===== config.mk =====
export PLATFORM = sky130hd
export DESIGN_NAME = fp_mul_stream_ctrl
export DESIGN_NICKNAME = d
export VERILOG_FILES = /design/src/rtl/fp_mul_stream_ctrl.sv
export SDC_FILE = /design/constraint.sdc
export NUM_CORES = 1
export LEC_CHECK = 0
export ABC_AREA = 0
export ABC_CLOCK_PERIOD_IN_PS = 7700
export BUFFER_PORTS_ARGS = -buffer_cell sky130_fd_sc_hd__buf_4
export CAP_MARGIN = 20
export CORE_ASPECT_RATIO = 0.6
export CORE_MARGIN = 2
export CORE_UTILIZATION = 55
export CTS_CLUSTER_DIAMETER = 150
export CTS_CLUSTER_SIZE = 20
export DETAILED_ROUTE_END_ITERATION = 7
export GPL_TIMING_DRIVEN = 0
export PLACE_DENSITY_LB_ADDON = 0.08
export SLEW_MARGIN = 20
export SYNTH_ARGS = -nofsm -noshare
export SYNTH_HDL_FRONTEND = slang
export SYNTH_SLANG_ARGS = --single-unit
export TNS_END_PERCENT = 10

===== constraint.sdc =====
create_clock -name clk_pll -period 7.7 [get_ports clk_pll]
set_clock_uncertainty 0.1 [all_clocks]
set_input_delay 0.77 -clock clk_pll [delete_from_list [all_inputs] [get_ports clk_pll]]
set_output_delay 0.77 -clock clk_pll [all_outputs]
set_load 0.02 [all_outputs]

===== src/rtl/fp_mul_stream_ctrl.sv =====
// fp_mul_stream_ctrl: credit-based stream controller for a 1-cycle FP multiplier; in_valid/in_ready/in_a/in_b queue operand pairs, mul_in_1/mul_in_2/mul_out talk to the multiplier, out_valid/out_ready/out_data deliver products in order, busy flags pending work
module fp_mul_stream_ctrl #(
  parameter int IN_DEPTH = 4,
  parameter int OUT_DEPTH = 2
) (
  input  logic        clk_pll,
  input  logic        rst,
  input  logic        in_valid,
  output logic        in_ready,
  input  logic [26:0] in_a,
  input  logic [26:0] in_b,
  output logic [26:0] mul_in_1,
  output logic [26:0] mul_in_2,
  input  logic [26:0] mul_out,
  output logic        out_valid,
  input  logic        out_ready,
  output logic [26:0] out_data,
  output logic        busy
);
  localparam int IW = $clog2(IN_DEPTH);
  localparam int OW = $clog2(OUT_DEPTH);
  logic [53:0] r_in_mem [IN_DEPTH];
  logic [26:0] r_out_mem [OUT_DEPTH];
  logic [IW-1:0] r_in_wr, r_in_rd;
  logic [OW-1:0] r_out_wr, r_out_rd;
  logic [IW:0] r_in_count;
  logic [OW:0] r_out_count;
  logic r_inflight;
  logic w_push, w_pop, w_issue;
  logic [OW+1:0] w_used, w_cap;
  always_comb begin
    in_ready = (r_in_count < (IW+1)'(IN_DEPTH)) && !rst;
    w_push = in_valid && in_ready;
    out_valid = r_out_count != '0;
    out_data = r_out_mem[r_out_rd];
    w_pop = out_valid && out_ready;
    w_used = (OW+2)'(r_out_count) + (OW+2)'(r_inflight);
    w_cap = (OW+2)'(OUT_DEPTH) + (OW+2)'(w_pop);
    w_issue = (r_in_count != '0) && (w_used < w_cap);
    {mul_in_1, mul_in_2} = w_issue ? r_in_mem[r_in_rd] : 54'h0;
    busy = (r_in_count != '0) || r_inflight || out_valid;
  end
  always_ff @(posedge clk_pll) begin
    if (rst) begin
      r_in_wr <= '0;
      r_in_rd <= '0;
      r_in_count <= '0;
      r_out_wr <= '0;
      r_out_rd <= '0;
      r_out_count <= '0;
      r_inflight <= 1'b0;
    end else begin
      r_in_wr <= r_in_wr + IW'(w_push);
      r_in_rd <= r_in_rd + IW'(w_issue);
      r_in_count <= r_in_count + (IW+1)'(w_push) - (IW+1)'(w_issue);
      r_out_wr <= r_out_wr + OW'(r_inflight);
      r_out_rd <= r_out_rd + OW'(w_pop);
      r_out_count <= r_out_count + (OW+1)'(r_inflight) - (OW+1)'(w_pop);
      r_inflight <= w_issue;
    end
  end
  always_ff @(posedge clk_pll) begin
    if (w_push) r_in_mem[r_in_wr] <= {in_a, in_b};
    if (r_inflight && !rst) r_out_mem[r_out_wr] <= mul_out;
  end
endmodule


==> summary.md, run 1 <==
| Metric | Value |
|---|---|
| Time the final worst path needs with I/O delays and setup | 3.33 ns |
| H-tree depth | 1 |
| NumNets Final | 807 |
| Hold Path Cell Cnt | 1 |
| Global-route usage over all layers | 20.1% |
| Area of the die | between 20,000 and 25,000 µm² |
| Via Count | ~5,400 |
| Worst voltage drop across the vdd grid | roughly 0.00029 V |
| Die outline height | about 110 µm |
| Summed instance area of the synthesized netlist | approximately 11,000 µm² |
| Crit-path max cell delay | approximately 0.45 ns |
| Final Hold Vio Count | 0 |
| Setup repair after global routing missed its margin | false |
| Leakage power summed over all cells | between 4 and 5 nW |
| Post-Place Cell Area | approximately 13,000 µm² |
| Mean routed wirelength per cell | 20.9 µm |
| Data arrival time of the critical path | 2.46 ns |
| Count of antenna diodes in the layout | 0 |
| Clock Tree Buf Depth | 3 |
| Required time of the critical path | 6.83 ns |
| Slew at the pin closest to its max-slew limit | between 0.7 and 0.8 ns |
| Portion of synthesized cell area occupied by the leading cell type | 74.2% |
| Total of endpoints with negative setup slack in the final report | 0 |
| Slowest cell on the critical path | nor3b_1 |
| Number of hold-repair buffers added at the cts stage | 0 |
| Fraction of layout instances using a drive strength above 1 | a little under half |
| Number of placement rows | 39 |
| Cells taking the most area after synthesis | edfxtp_1 74%, mux4_2 10%, nor3b_1 3.4% |
| Maximum number of pins on one net before global-route repair | 35 |
| Syn-to-layout area delta | 22.3% |
| Total Power | between 4 and 5 mW |
| Post-route cell area | between 10,000 and 15,000 µm² |
| Share of the clock period used by the worst path after layout | 43.3% |
| Kind of start point of the critical path | flop |
| CP Max Fanout | 10 |
| I/O pins | about 170 |
| Clock slew seen by the registers of the worst setup and hold paths | around 0.080 ns |
| DRT antenna net count | 0 |
| Share of flip-flops with an asynchronous set or reset after synthesis | 0% |
| Grt total ovfl | 0 |
| Synth cell types | 27 |
| Max-slew violation count | 0 |
| Kind of capture point of the worst setup path | output port |
| Primary FF master, synth | edfxtp_1 |
| Horizontal die dimension | ~190 µm |
| Final weighted congestion in routability-driven placement | 0.735 |
| Number of iterations in the first detailed-routing pass | 4 |
| Clock latency on the worst-skew pair | 0.49 ns |
| Kind of critical path | reg2out |
| Total of max-cap violations | 0 |
| Post_cts resized | 0 |
| EDFF count, synth | 270 |
| TritonCTS buffer count | 18 |
| Detailed-placement wirelength estimate | about 14,000 µm |
| Synth area leader | edfxtp_1 |
| Path type of the worst min-delay path | in2reg |
| Synthesis-stage register bit count | roughly 280 |
| Area of the placeable core | approximately 19,000 µm² |
| Total number of yosys warnings | 0 |
| Worst-case headroom to the max-slew limit | between 40% and 50% |
| TritonCTS clock tree | built |
| Antenna violations before repair | 0 |
| Port-buffer cells | between 150 and 200 |
| Cell with the most instances on the worst path | ha_1 |
| Post-CTS setup buffer count | 0 |
| Cells traversed along the worst timing path | ha_1, ha_1, o21a_1, buf_6, buf_2, nor3b_1, buf_4 |
| Synth Instances | 496 |
| Drc violations | 0 |
| Global-route wire length before repair | between 30,000 and 40,000 µm |
| Cell area power density | roughly 340 nW/µm² |
| Ratio of routed vias to standard cells | 5.49 |
| Max frequency | around 300 MHz |
| R2R cell count | 13 |
| Vias in the first global route | about 5,700 |
| Detailed router's first-iteration violation count | about 440 |
| Share of synthesized area occupied by flip-flops and latches | 76.4% |
| Root cell of the clock tree | clkbuf_16 |
| Routed WL | between 20,000 and 25,000 µm |
| Initial standard-cell utilization of the core | between 50 and 60% |
| Number of clock sinks | ~280 |
| Number of nets produced by synthesis | just under 600 |
| Run status | finished, final reports clean |
| Mean area per synthesized cell | 22.0 µm² |
## metrics by stage
| stage | setup slack (ns) | hold WS (ns) | utilization, % | setup TNS (ns) | std cells |
|---|---|---|---|---|---|
| final | 4.37 | 0.359 | 69.5 | 0 | 991 |
| after global routing | 4.23 | 0.336 | 69.5 | 0 | 991 |
| after CTS | 4.35 | 0.341 | 69.5 | 0 | 991 |
| after detailed placement | 4.57 | 0.439 | 66.7 | 0 | 959 |
| after global placement | -1.35 | 0.404 | 65.1 | -192.38 | 930 |
| after floorplan | 1.75 | 0.390 | - | 0 | 496 |
## synthesized netlist by cell type (2+ instances only)
cell type and number:
mux4_2 50, clkbuf_1 3, nor3b_2 8, or3_1 2, mux2_2 27, dfxtp_1 12, nor3_1 3, ha_1 8
nor3b_1 49, buf_4 2, edfxtp_1 270, nor2b_1 5, buf_12 5, inv_1 7, xnor2_1 6, buf_2 16
buf_6 2, nor2_1 8, xor2_1 2, mux4_1 4
## where the power goes
group / leakage, nW / total (mW) / switching (mW) / internal, mW
logic: 1.86 / 1.73 / 0.921 / 0.811
registers: 2.55 / 1.82 / 0.0344 / 1.79
clock network: 0.258 / 0.943 / 0.473 / 0.470
total: 4.66 / 4.50 / 1.43 / 3.07
## final timing paths
path              startpoint  slack (ns)               to
setup reg to reg  r_inflight        4.77    r_in_count[2]
hold reg to reg     r_out_wr        0.45         r_out_wr
hold / removal    mul_out[4]        0.36  r_out_mem[0][4]
setup / recovery  r_inflight        4.37     mul_in_1[24]
## cells in the final DEF, fill, tap and decap left out
master | synthesis | layout
and3_4 | 0 | 1
buf_4 | 2 | 188
o21ai_2 | 1 | 1
nor2_1 | 8 | 8
xor2_1 | 2 | 2
dfxtp_1 | 12 | 12
or3_1 | 2 | 2
inv_1 | 7 | 7
fa_1 | 1 | 1
nor3_2 | 0 | 2
xnor2_1 | 6 | 6
nor3b_1 | 49 | 46
mux4_1 | 4 | 4
nor2b_1 | 5 | 5
mux4_2 | 50 | 50
buf_12 | 5 | 6
nand2_1 | 1 | 1
nand2b_1 | 1 | 1
buf_6 | 2 | 12
buf_2 | 16 | 16
ha_1 | 8 | 8
edfxtp_1 | 270 | 270
o21a_1 | 1 | 1
clkbuf_1 | 3 | 15
mux2_2 | 27 | 27
clkbuf_16 | 0 | 19
inv_16 | 0 | 1
nor3b_2 | 8 | 11
nor3_1 | 3 | 1
or2_2 | 1 | 1
## sequential cells by signal (all words and copies together) (netlist names)
name,flops
r_out_count,2
r_in_rd,2
r_in_mem,216
r_out_wr,1
r_out_rd,1
r_out_mem,54
r_in_wr,2
r_in_count,3
r_inflight,1
## kinds of logic (layout without fill, tap and decap cells)
logic type | after synthesis | count (layout) | synth area share (%)
xor+xnor | 8 | 8 | 0.641
simple gates | 79 | 79 | 5.30
fa+ha+maj | 9 | 9 | 1.10
buf+inv | 35 | 264 | 2.34
compound gates | 2 | 2 | 0.149
flops | 282 | 282 | 76.4
mux | 81 | 81 | 14.1
## worst max-delay path, delay by kind of cell (launching register included)
family	cells	cell delay, ns
AND/OR/NAND/NOR	1	0.45
adder cells (fa/ha/maj)	2	0.46
buffers and inverters	3	0.57
AO/OA/AOI/OAI	1	0.12
flip-flops	1	0.36
## metal layers
layer	GRT usage, %	part of all wire, %
met3	4.12	6.9
met1	29.4	44
met4	3.62	1.5
met5	0	0
met2	32.3	48
## final cells by class
cell class              instances  area (µm²)
flip-flops and latches        282        8350
fillers                      1267        5870
multi-input cells             179        2350
repair buffers                197        1530
clock buffers                  31         520
well taps                     266         333
plain buffers                  28         229
inverters                       7        26.3
clock inverters                 1        20.0
Note: power is estimated with default switching activity, not from simulation.
==> run 2, diff against run 1 <==
Settings changed: ABC_CLOCK_PERIOD_IN_PS 7700 to 2800, CORE_UTILIZATION 55 to 51.
Clock period 7.7 ns to 2.8 ns, I/O delays scaled along.
==> summary.md, run 2 (synthesis gave the netlist of run 1 again) <==
| Metric | Value |
|---|---|
| Ratio of routed vias to standard cells | 5.17 |
| Path type of the worst min-delay path | in2reg |
| Syn-to-layout area delta | 31.5% |
| Number of clock sinks | about 280 |
| CP Capture Point | mul_in_1[12] |
| Worst-case headroom to the max-slew limit | a little under half |
| Initial standard-cell utilization of the core | 51.9% |
| Detailed-placement wirelength estimate | approximately 14,000 µm |
| Slowest cell on the critical path | dfxtp_4 |
| Total of max-cap violations | 0 |
| Detailed router's first-iteration violation count | around 300 |
| Port-buffer cells | 168 |
| R2R cell count | 13 |
| Most frequent cells in the layout | 270 x edfxtp_1, 177 x buf_4, 82 x dlygate4sd3_1 |
| I/O pins | 169 |
| Worst voltage drop across the vdd grid | slightly below 0.0006 V |
| CP Buf/Inv Count | 4 |
| Time the final worst path needs with I/O delays and setup | roughly 2.7 ns |
| Setup repair after global routing missed its margin | true |
| NumNets Final | roughly 890 |
| Area of the placeable core | ~21,000 µm² |
| Final Hold Vio Count | 0 |
| Cell depth of the worst setup path | 8 |
| Metal3 WL | 1130 µm |
| Leakage power summed over all cells | a little over 5 nW |
| CP Max Fanout | 10 |
| Count of antenna diodes in the layout | 0 |
| Die outline height | 117 µm |
| Drc violations | 0 |
| Post-route cell area | about 14,000 µm² |
| Final weighted congestion in routability-driven placement | about 0.69 |
| Antenna violations before repair | 0 |
| Data arrival time of the critical path | 2.32 ns |
| Via Count | approximately 5,600 |
| Clock Tree Buf Depth | 3 |
| Vias in the first global route | just under 6,000 |
| Number of filler instances in the final layout | 1,389 |
| Reg with most FFs | r_in_mem |
| Total of endpoints with negative setup slack in the final report | 0 |
| Mean routed wirelength per cell | between 20 and 25 µm |
| Placed cells | 961 |
| Area of the die | ~23,000 µm² |
| Crit-path max cell delay | around 0.37 ns |
| Clock slew seen by the registers of the worst setup and hold paths | 0.08 ns |
| Max-slew violation count | 0 |
| Max frequency | 370 MHz |
| Capturing point of the worst reg2reg path | r_in_count[2] |
| H-tree depth | 1 |
| FF-to-FF setup slack | 0.11 ns |
| Number of cells in the finished layout apart from fillers | approximately 1,100 |
| Kind of critical path | reg2out |
| Registers with the highest flip-flop counts | r_in_mem x216, r_out_mem x54, r_in_count x3 |
| Global-route wire length before repair | approximately 33,000 µm |
| Startpoint of the worst-slack reg-to-reg timing path | r_out_count[0] |
| Number of flip-flops in the largest register | around 220 |
| Horizontal die dimension | ~190 µm |
| TritonCTS clock tree | built |
| TritonCTS buffer count | 18 |
| Most common library cell in the layout ignoring fill and taps | edfxtp_1 |
| Grt total ovfl | 0 |
| Cell type group with the largest total delay on the critical path | buffers and inverters |
| Global-route usage over all layers | 19.4% |
| Run status | finished, final reports clean |
| Slew at the pin closest to its max-slew limit | 0.784 ns |
| Number of iterations in the first detailed-routing pass | 4 |
| Required time of the critical path | around 2.4 ns |
| Root cell of the clock tree | clkbuf_16 |
| Total Neg Setup Slack | 0 ns |
| Number of placement rows | between 40 and 50 |
| Clock latency on the worst-skew pair | between 0.4 and 0.5 ns |
| Routed WL | between 20,000 and 25,000 µm |
| Highest metal used | met4 |
| DRT antenna net count | 0 |
| Cell area power density | about 900 nW/µm² |
| Routed metal-1 wire length | 9710 µm |
| Routed length on met2 | around 11,000 µm |
| Maximum number of pins on one net before global-route repair | 37 |
| Post-Place Cell Area | between 10,000 and 15,000 µm² |
| Kind of capture point of the worst setup path | output port |
| Crit path launch | r_out_count[0] |
| Kind of start point of the critical path | flop |
| Share of the clock period used by the worst path after layout | 96.5% |
| Cells traversed along the worst timing path | ha_4, ha_4, nand2b_1, buf_6, buf_4, buf_2, nor3b_1, buf_4 |
| Fraction of layout instances using a drive strength above 1 | 43.0% |
run 2: cell types whose count changed in the layout (fill, tap and decap cells not counted), sizes merged:
cell and delta:
buf -3, dlygate4sd3 +82
run 2: worst min path at each step:
stage | slack [ns] | depth (start not counted) | startpoint | end
floorplan | 0.25 | 1 | rst | r_in_count[1]
global placement | 0.37 | 1 | mul_out[13] | r_out_mem[0][13]
detailed placement | 0.37 | 1 | mul_out[13] | r_out_mem[1][13]
CTS | 0.05 | 4 | out_ready | r_out_rd
global route | 0.09 | 4 | out_ready | r_out_rd
finish | 0.06 | 4 | out_ready | r_out_rd
run 2: metrics by stage:
stage               total power, mW  worst slack (ns)  hold slack, ns  utilization, %
floorplan                      8.15            -0.157           0.252               -
global route                   13.4           -0.0379          0.0926            68.3
CTS                            12.8           0.00138          0.0495            67.9
detailed placement             9.98            -0.179           0.368            61.1
global placement               9.85             -1.24           0.366            59.8
finish                         12.8            0.0985          0.0605            68.3
run 2: worst reg2reg max path: stages, from the launching register on:
cell and delay (ns):
dfxtp_4 0.37, ha_4 0.16, ha_4 0.25, o21a_1 0.15, buf_6 0.15, buf_8 0.11
nor2_1 0.06, ha_1 0.27, inv_1 0.04, ha_2 0.17, fa_2 0.37, xnor2_2 0.15
xnor2_1 0.15, nor2_1 0.06
run 2: area by class of cell:
| class | count | area, µm² | area share [%] |
|---|---|---|---|
| Buffer | 28 | 250 | 1.74 |
| Clock inverter | 1 | 20.0 | 0.139 |
| Tap cell | 279 | 349 | 2.43 |
| Sequential cell | 282 | 8350 | 58.1 |
| Clock buffer | 31 | 520 | 3.62 |
| Timing Repair Buffer | 276 | 2400 | 16.7 |
| Multi-Input combinational cell | 179 | 2440 | 17.0 |
| Inverter | 7 | 26.3 | 0.183 |
run 2: what timing repair did:
action,in CTS,in global routing
endpoints found under the setup margin,2,25
pin swaps,1,4
hold buffers,82,0
hold endpoints to repair,274,0
gates resized for setup,9,11
setup buffers,3,5
run 2: power breakdown:
group          switching [mW]  internal, mW  total, mW
logic                    2.65          2.48       5.13
registers               0.109          4.92       5.03
clock network            1.33          1.29       2.62
run 2: per-layer routing:
| layer | up-vias | global-route usage, % |
|---|---|---|
| li1 | 2611 | - |
| met1 | 2829 | 28.4 |
| met2 | 139 | 31.7 |
| met3 | 23 | 3.11 |
| met4 | 0 | 3.27 |
| met5 | - | 0 |
==> run 3, diff against run 2 <==
Settings changed: SETUP_SLACK_MARGIN set to 0.1.
==> summary.md, run 3 (synthesis gave the netlist of run 1 again) <==
| Metric | Value |
|---|---|
| Number of cells in the finished layout apart from fillers | roughly 1,100 |
| Setup WS post-layout | ~0.11 ns |
| I/O pins | approximately 170 |
| Area of the die | 22,600 µm² |
| Max-slew violation count | 0 |
| Detailed router's first-iteration violation count | approximately 440 |
| Share of the clock period used by the worst path after layout | 96.2% |
| Area of the placeable core | around 21,000 µm² |
| TritonCTS buffer count | 18 |
| Clock slew seen by the registers of the worst setup and hold paths | ~0.08 ns |
| Grt total ovfl | 0 |
| Global-route wire length before repair | 33,500 µm |
| Registers with the highest flip-flop counts | r_in_mem x216, r_out_mem x54, r_in_count x3 |
| Crit-path max cell delay | 0.35 ns |
| Total of endpoints with negative setup slack in the final report | 0 |
| Post-route cell area | between 10,000 and 15,000 µm² |
| Antenna violations before repair | 0 |
| Port-buffer cells | around 170 |
| Vias in the first global route | between 6,000 and 7,000 |
| Worst-case headroom to the max-slew limit | slightly below 50% |
| Fraction of layout instances using a drive strength above 1 | roughly 46% |
| Data arrival time of the critical path | about 2.3 ns |
| Worst voltage drop across the vdd grid | 0.000560 V |
| Run status | finished, final reports clean |
| Slowest cell on the critical path | dfxtp_4 |
| Final weighted congestion in routability-driven placement | a little over 0.7 |
| Kind of critical path | reg2out |
| Cell area power density | between 900 and 1000 nW/µm² |
| Cell with the most instances on the worst path | ha_1 |
| Ratio of routed vias to standard cells | roughly 5.2 |
| Number of iterations in the first detailed-routing pass | 4 |
| TritonCTS clock tree | built |
| CP Max Fanout | 9 |
| Cells traversed along the worst timing path | ha_1, ha_1, o21a_1, buf_6, buf_8, buf_12, nor3b_1, buf_4 |
| Detailed-placement wirelength estimate | about 14,000 µm |
| Horizontal die dimension | about 190 µm |
| Count of antenna diodes in the layout | 0 |
| Clock Tree Buf Depth | 3 |
| Path type of the worst min-delay path | in2reg |
| Kind of capture point of the worst setup path | output port |
| Via Count | ~5,700 |
| Maximum number of pins on one net before global-route repair | 36 |
| Setup repair after global routing missed its margin | true |
| Root cell of the clock tree | clkbuf_16 |
| Total of max-cap violations | 0 |
| Fin util | between 60% and 70% |
| Time the final worst path needs with I/O delays and setup | approximately 2.7 ns |
| Reg with most FFs | r_in_mem |
| Total Power | 13.2 mW |
| Placed cells | 960 |
| Clock latency on the worst-skew pair | around 0.5 ns |
| CP Buf/Inv Count | 4 |
| DRT antenna net count | 0 |
| Required time of the critical path | between 2 and 2.5 ns |
| Drc violations | 0 |
| Initial standard-cell utilization of the core | 51.9% |
| NumNets Final | 885 |
| Number of clock sinks | ~280 |
| Worst hold slack | 0.0621 ns |
| Post-Place Cell Area | approximately 13,000 µm² |
| Cell type group with the largest total delay on the critical path | buffers and inverters |
| Final Hold Vio Count | 0 |
| Routed WL | between 20,000 and 25,000 µm |
| Most frequent cells in the layout | 270 x edfxtp_1, 177 x buf_4, 82 x dlygate4sd3_1 |
| Most common library cell in the layout ignoring fill and taps | edfxtp_1 |
| Slew at the pin closest to its max-slew limit | slightly below 0.8 ns |
| Kind of start point of the critical path | flop |
| Max frequency | 371 MHz |
| Die outline height | approximately 120 µm |
| Number of flip-flops in the largest register | ~220 |
| Number of placement rows | 41 |
| Post-Place Worst Slack | -0.313 ns |
| H-tree depth | 1 |
| Total Neg Setup Slack | 0 ns |
| Syn-to-layout area delta | 33.5% |
| Leakage power summed over all cells | slightly above 5 nW |
| Mean routed wirelength per cell | ~20 µm |
| Global-route usage over all layers | about a fifth |
run 3: changes by cell type in the layout (fill, tap and decap cells not counted), moves of 2 or more:
cell,delta
ha_4,-2
buf_6,+4
nor3b_1,-22
nor3b_4,+10
buf_2,-6
nor3b_2,+12
ha_1,+2
run 3: final cells by class:
class / instances / area (µm²)
buffer: 27 / 273
clock buffer: 31 / 520
clock inverter: 1 / 20.0
fill: 1384 / 6450
inverter: 7 / 26.3
multi-input combinational: 179 / 2600
sequential: 282 / 8350
tap: 279 / 349
timing repair buffer: 276 / 2440
run 3: final timing paths:
kind	startpoint	end	slack, ns	cells after the start
worst max-delay path	r_out_count[0]	mul_in_1[20]	0.11	8
worst max register to register	r_out_count[0]	r_in_count[2]	0.12	13
worst min-delay path	out_ready	r_out_rd	0.06	4
worst min register to register	r_inflight	r_out_wr	0.46	2
run 3: worst register-to-register path, stage by stage (launching register included):
cell     delay (ns)
dfxtp_4        0.35
ha_1           0.19
ha_1           0.27
o21a_1         0.16
buf_6          0.13
buf_8          0.10
nor2_2         0.05
ha_1           0.27
inv_1          0.04
ha_2           0.17
fa_2           0.36
xnor2_2        0.15
xnor2_1        0.15
nor2_1         0.06
run 3: layer usage:
metal | vias to the layer above | share of wire (%) | global-route usage [%]
met3 | 22 | 6.3 | 3.44
met4 | 0 | 1.3 | 3.22
met5 | - | 0 | 0
met2 | 152 | 48 | 31.5
li1 | 2608 | - | -
met1 | 2895 | 45 | 28.5
run 3: power by group:
group / internal (mW) / leakage [nW] / switching (mW)
Combinational: 2.72 / 2.31 / 2.82
Clock: 1.29 / 0.258 / 1.31
Sequential: 4.92 / 2.55 / 0.0974
run 3: timing repair:
item | CTS | global route
hold buffers | 82 | 0
setup endpoints to repair | 11 | 43
setup buffers | 7 | 2
endpoints found under the hold margin | 274 | 0
gates resized for setup | 29 | 38
pin swaps | 3 | 7
